===== src/rtl/mbist_fail_logger.sv =====
// rtl/mbist_fail_logger.sv - March read response analysis with fault-log FIFO
module mbist_fail_logger #(
   parameter int AW        = 8,
   parameter int DW        = 4,
   parameter int RD_LAT    = 1,
   parameter int LOG_DEPTH = 8
) (
   input  logic          clk,
   input  logic          rst,
   input  logic          en_in,
   input  logic          cmp_en,
   input  logic [AW-1:0] addr_in,
   input  logic [DW-1:0] exp_dat,
   input  logic [DW-1:0] rd_dat,
   input  logic          test_done,
   output logic          busy,
   output logic          done,
   output logic          pass,
   output logic [7:0]    fail_cnt,
   output logic          log_ovf,
   output logic          log_vld,
   output logic [AW-1:0] log_addr,
   output logic [DW-1:0] log_syn,
   input  logic          log_pop
);

   // Pointers carry one extra wrap bit so full and empty are distinguishable.
   localparam int PW = $clog2(LOG_DEPTH) + 1;
   localparam int IW = PW - 1;

   typedef enum logic [1:0] {
      S_IDLE  = 2'd0,
      S_RUN   = 2'd1,
      S_DRAIN = 2'd2,
      S_DONE  = 2'd3
   } state_t;

   state_t          state_q, state_d;
   logic [1:0]      drain_cnt_q;
   logic            start;
   logic            in_run;

   logic [RD_LAT-1:0] pv_q;
   logic [AW-1:0]     pa_q [RD_LAT];
   logic [DW-1:0]     pe_q [RD_LAT];

   logic [DW-1:0]   syn;
   logic            mismatch;

   logic [PW-1:0]   wr_ptr_q, rd_ptr_q;
   logic [AW-1:0]   mem_addr_q [LOG_DEPTH];
   logic [DW-1:0]   mem_syn_q  [LOG_DEPTH];
   logic            fifo_empty, fifo_full;
   logic            pop_ok, push_ok, ovf_hit;

   logic [7:0]      fail_cnt_q, fail_cnt_d;
   logic            ovf_q, ovf_d;
   logic            pass_q, pass_d;

   assign start  = (state_q == S_IDLE) && en_in;
   assign in_run = (state_q == S_RUN);

   // State register.
   always_ff @(posedge clk or posedge rst) begin
      if (rst) begin
         state_q <= S_IDLE;
      end else begin
         state_q <= state_d;
      end
   end

   // Next-state: abort beats completion in RUN; DRAIN always retires its in-flight reads.
   always_comb begin
      state_d = state_q;
      unique case (state_q)
         S_IDLE:  if (en_in) state_d = S_RUN;
         S_RUN: begin
            if (!en_in)         state_d = S_IDLE;
            else if (test_done) state_d = S_DRAIN;
         end
         S_DRAIN: if (drain_cnt_q == 2'(RD_LAT - 1)) state_d = S_DONE;
         S_DONE:  if (!en_in) state_d = S_IDLE;
         default: state_d = S_IDLE;
      endcase
   end

   // State-decoded outputs.
   always_comb begin
      busy = (state_q == S_RUN);
      done = (state_q == S_DONE);
   end

   // Cycles spent in DRAIN, used to let the last RD_LAT compares retire.
   always_ff @(posedge clk or posedge rst) begin
      if (rst) begin
         drain_cnt_q <= 2'd0;
      end else if (state_q != S_DRAIN) begin
         drain_cnt_q <= 2'd0;
      end else begin
         drain_cnt_q <= drain_cnt_q + 2'd1;
      end
   end

   // Alignment pipeline: a read launched in RUN reaches the last stage when its data arrives.
   always_ff @(posedge clk or posedge rst) begin
      if (rst) begin
         pv_q <= '0;
         for (int i = 0; i < RD_LAT; i++) begin
            pa_q[i] <= '0;
            pe_q[i] <= '0;
         end
      end else if (start) begin
         pv_q <= '0;
         for (int i = 0; i < RD_LAT; i++) begin
            pa_q[i] <= '0;
            pe_q[i] <= '0;
         end
      end else begin
         pv_q[0] <= cmp_en && in_run;
         if (in_run) begin
            pa_q[0] <= addr_in;
            pe_q[0] <= exp_dat;
         end
         for (int i = 1; i < RD_LAT; i++) begin
            pv_q[i] <= pv_q[i-1];
            pa_q[i] <= pa_q[i-1];
            pe_q[i] <= pe_q[i-1];
         end
      end
   end

   // Compare at the pipeline output and derive FIFO handshakes.
   always_comb begin
      syn        = pe_q[RD_LAT-1] ^ rd_dat;
      mismatch   = pv_q[RD_LAT-1] && (syn != '0);
      fifo_empty = (wr_ptr_q == rd_ptr_q);
      fifo_full  = (wr_ptr_q[PW-1] != rd_ptr_q[PW-1]) &&
                   (wr_ptr_q[IW-1:0] == rd_ptr_q[IW-1:0]);
      pop_ok     = log_pop && !fifo_empty;
      push_ok    = mismatch && (!fifo_full || pop_ok);
      ovf_hit    = mismatch && fifo_full && !pop_ok;
   end

   // FIFO pointers; a new run discards the previous log.
   always_ff @(posedge clk or posedge rst) begin
      if (rst) begin
         wr_ptr_q <= '0;
         rd_ptr_q <= '0;
      end else if (start) begin
         wr_ptr_q <= '0;
         rd_ptr_q <= '0;
      end else begin
         if (push_ok) wr_ptr_q <= wr_ptr_q + PW'(1);
         if (pop_ok)  rd_ptr_q <= rd_ptr_q + PW'(1);
      end
   end

   // FIFO storage; cleared on reset so the head reads zero before any push.
   always_ff @(posedge clk or posedge rst) begin
      if (rst) begin
         for (int i = 0; i < LOG_DEPTH; i++) begin
            mem_addr_q[i] <= '0;
            mem_syn_q[i]  <= '0;
         end
      end else if (push_ok && !start) begin
         mem_addr_q[wr_ptr_q[IW-1:0]] <= pa_q[RD_LAT-1];
         mem_syn_q[wr_ptr_q[IW-1:0]]  <= syn;
      end
   end

   // Counter, overflow and verdict next-state; pass sees the compare retiring on the DONE edge.
   always_comb begin
      fail_cnt_d = fail_cnt_q;
      ovf_d      = ovf_q;
      pass_d     = 1'b0;
      if (start) begin
         fail_cnt_d = 8'd0;
         ovf_d      = 1'b0;
      end else begin
         if (mismatch && (fail_cnt_q != 8'hFF)) fail_cnt_d = fail_cnt_q + 8'd1;
         if (ovf_hit) ovf_d = 1'b1;
      end
      if (state_d == S_DONE) begin
         pass_d = (state_q == S_DONE) ? pass_q : ((fail_cnt_d == 8'd0) && !ovf_d);
      end
   end

   // Result registers.
   always_ff @(posedge clk or posedge rst) begin
      if (rst) begin
         fail_cnt_q <= 8'd0;
         ovf_q      <= 1'b0;
         pass_q     <= 1'b0;
      end else begin
         fail_cnt_q <= fail_cnt_d;
         ovf_q      <= ovf_d;
         pass_q     <= pass_d;
      end
   end

   assign pass     = pass_q;
   assign fail_cnt = fail_cnt_q;
   assign log_ovf  = ovf_q;
   assign log_vld  = !fifo_empty;
   assign log_addr = mem_addr_q[rd_ptr_q[IW-1:0]];
   assign log_syn  = mem_syn_q[rd_ptr_q[IW-1:0]];

endmodule

===== config.mk =====
export PLATFORM = sky130hd
export DESIGN_NAME = mbist_fail_logger
export DESIGN_NICKNAME = d
export VERILOG_FILES = /design/src/rtl/mbist_fail_logger.sv
export SDC_FILE = /design/constraint.sdc
export NUM_CORES = 1
export LEC_CHECK = 0
export ABC_AREA = 1
export BUFFER_PORTS_ARGS = -buffer_cell sky130_fd_sc_hd__buf_2
export CORE_MARGIN = 1.5
export CORE_UTILIZATION = 45
export CTS_CLUSTER_DIAMETER = 150
export DETAILED_ROUTE_END_ITERATION = 8
export PLACE_DENSITY = 0.73
export SYNTH_ARGS = -nofsm -noshare
export SYNTH_HDL_FRONTEND = slang
export SYNTH_SLANG_ARGS = --single-unit

===== constraint.sdc =====
create_clock -name clk -period 5.6 [get_ports clk]
set_input_delay 1.12 -clock clk [delete_from_list [all_inputs] [get_ports clk]]
set_output_delay 1.12 -clock clk [all_outputs]
set_load 0.05 [all_outputs]

==> metrics <==
Post-Place Cells=between 900 and 1k; FF+latch count, synth=between 100 and 150; core area=13830 um2; Overall Global Routing Usage=about a fifth; most common library cells after synthesis=nand2_1, dfrtp_1, nor2_1; cell with the most instances after synthesis=nand2_1; port buffer count=46; largest area contributor in the netlist=dfrtp_1; Hold Path Stages=1; max-cap violation count=0; outcome=completed; Synth Instances=about 760; setup_tns=0 ns; post-DP HPWL=8.942 mm; largest net degree at the start of global routing=between 50 and 60; min cycle time layout=4.014 ns; I/O pin total=47; CP Capture Type=primary output; slew margin rel.=40.82%; initial antenna violation count=0; Synth Area in Compound Gates=between 10% and 20%; worst IR drop on VDD=between 0.0003 and 0.0004 V; CTS Hold Bufs=0; routed via count=between 5k and 6k; Die Span X=121.9 um; Synth top area share=about half; Ys Warns=0; simple-gate share of the synthesized area=between 20% and 30%; post-synthesis mux area share=0%; via density per instance=5.281; DR iter-0 viols=around 310; clock root buffer=clkbuf_16; GRT overflow=0; CP Launch Type=flop; max-slew violations=0; Req. time, crit path=between 4 and 5 ns; Worst-Margin Slew=slightly below 0.9 ns; asr flop ratio synth=between 90% and 100%; EDFF count, synth=0; R2R depth=9; Final period util=between 70 and 80%; Ant. Diodes=0; xor and xnor area share after synthesis=less than 1%; post-synthesis sequential area ratio=roughly 50%; Main synth FF type=dfrtp_1; Residual DRC=0; post-CTS sizing=0; Adder-Cell Fraction of Synth Area=less than 1%; final wirelength=~14 mm; Final Setup Violations=0; clock sink count=between 100 and 150; Layout Area Growth over Synthesis=13.14%; TritonCTS Buffers=17; syn_nets=between 700 and 800; Cell Pwr Density=593.6 nW/um2; Synth cell types=32; H-tree Lvls=4; Syn Area/Cell=between 8 and 9 um2; P_leak=around 3.5 nW; unrepaired setup endpoints after global routing=no; Final Wtd Congestion=between 0.7 and 0.8; clock-pin slew on the worst setup and hold paths=~0.060 ns; ratio of cells with drive above 1 in the final layout=between 10 and 15%; first-pass GRT wire length=between 20 and 25 mm; worst-skew pair later-pin latency=0.42 ns; Initial DRT Pass Iterations=5; top cells by area, synth=dfrtp_1, nand2_1, o21ai_1, nor2_1, o21ai_0; die footprint=14850 um2; CP arrival=slightly below 3 ns; filler instances=1253; f_max=approximately 250 MHz; biggest fanout along the worst timing path=28; main combinational cell family by area after synthesis=simple AND/OR/NAND/NOR gates; Hold Crit Class=reg2reg; site row count=43; Final Hold Fails=0; postcts setup bufs=0; Initial Util=a little under half; Layout Nets=between 800 and 900; Avg WL per Cell=approximately 15 um; clk_skew=0.01431 ns; vias in the first global route=between 4k and 5k; crit path kind=reg2out; ANT nets after route=0; die extent in y=121.9 um; Final Non-Filler Cells=approximately 1000; CTS tree=yes; CTS max path bufs=2; Mapped Area=between 6000 and 7000 um2
-- path summary, 6_finish.rpt --
check	slack, ns	to	from
worst max-delay path	1.59	log_addr[1]	rd_ptr_q[1]
worst min-delay path	0.42	drain_cnt_q[0]	drain_cnt_q[0]
worst max register to register	2.95	mem_syn_q[9]	rd_ptr_q[1]
worst min register to register	0.42	drain_cnt_q[0]	drain_cnt_q[0]
max in group asynchronous	3.77	mem_addr_q[46]	rst
min in group asynchronous	0.77	drain_cnt_q[0]	rst
-- cell usage in the layout, fill, tap and decap left out, types with 8 or more instances in the layout --
cell,instances
nand4_4,8
o21ai_1,90
clkbuf_16,17
o22ai_1,12
buf_2,46
inv_1,61
nor2_1,104
nand3_1,17
nand4_1,10
nand2_1,165
o21ai_0,67
a31oi_1,13
dfrtp_1,131
-- critical path, stage by stage (launching register included) --
cell and delay, ns:
dfrtp_1 0.92, inv_1 0.63, nor2_1 0.22, o21ai_0 0.10
a31oi_1 0.29, buf_2 0.32
-- layer usage --
metal	wire length [um]	part of all wire (%)	track usage [%]
met1	6950	48	30.17
met2	6703	46	32.72
met3	654	4.5	4.588
met4	166	1.1	6.176
met5	0	0	0
-- cells by family (layout without fill, tap and decap cells) --
group | after synthesis | count (layout)
AOI/OAI and AO/OA | 197 | 197
xor gates and xnor gates | 5 | 5
DFF | 131 | 131
buffers and inverters | 107 | 148
and+or+nand+nor | 312 | 312
adders and majority gates | 4 | 4
-- area by class of cell --
class,count,area (um2),share of cell area (%)
clock buffers,18,439.2,6.103
clock inverters,14,200.2,2.782
inverters,65,246.5,3.425
multi-input cells,518,2539,35.28
flip-flops and latches,131,3278,45.56
well taps,180,225.2,3.130
repair buffers,51,267.8,3.721
-- power by group --
part,switching (mW),internal [mW]
Combinational,1.26,0.449
Clock,0.437,0.762
Sequential,0.192,1.17
Total,1.89,2.38
-- state kept, by name, summed over array words and instances, names as in the netlist --
signal / flops
mem_addr_q: 64
mem_syn_q: 32
fail_cnt: 8
pa_q: 8
pe_q: 4
rd_ptr_q: 4
wr_ptr_q: 4
drain_cnt_q: 2
state_q: 2
log_ovf: 1
pass: 1
pv_q: 1
-- metrics by stage --
step                      total power, mW  hold slack (ns)  worst slack, ns  cell area, um2  util (%)
after floorplan                     2.695           0.4032           0.9823            6360         -
after detailed placement            3.069           0.4200            2.051            6556     47.42
final                               4.271           0.4235            1.586            7196     52.04
after global placement              3.037           0.4179            2.068            6556     47.42
after global routing                4.533           0.4606            1.354            7196     52.04
after CTS                           4.275           0.4274            1.603            7196     52.04
(Power assumes the default switching activity.)
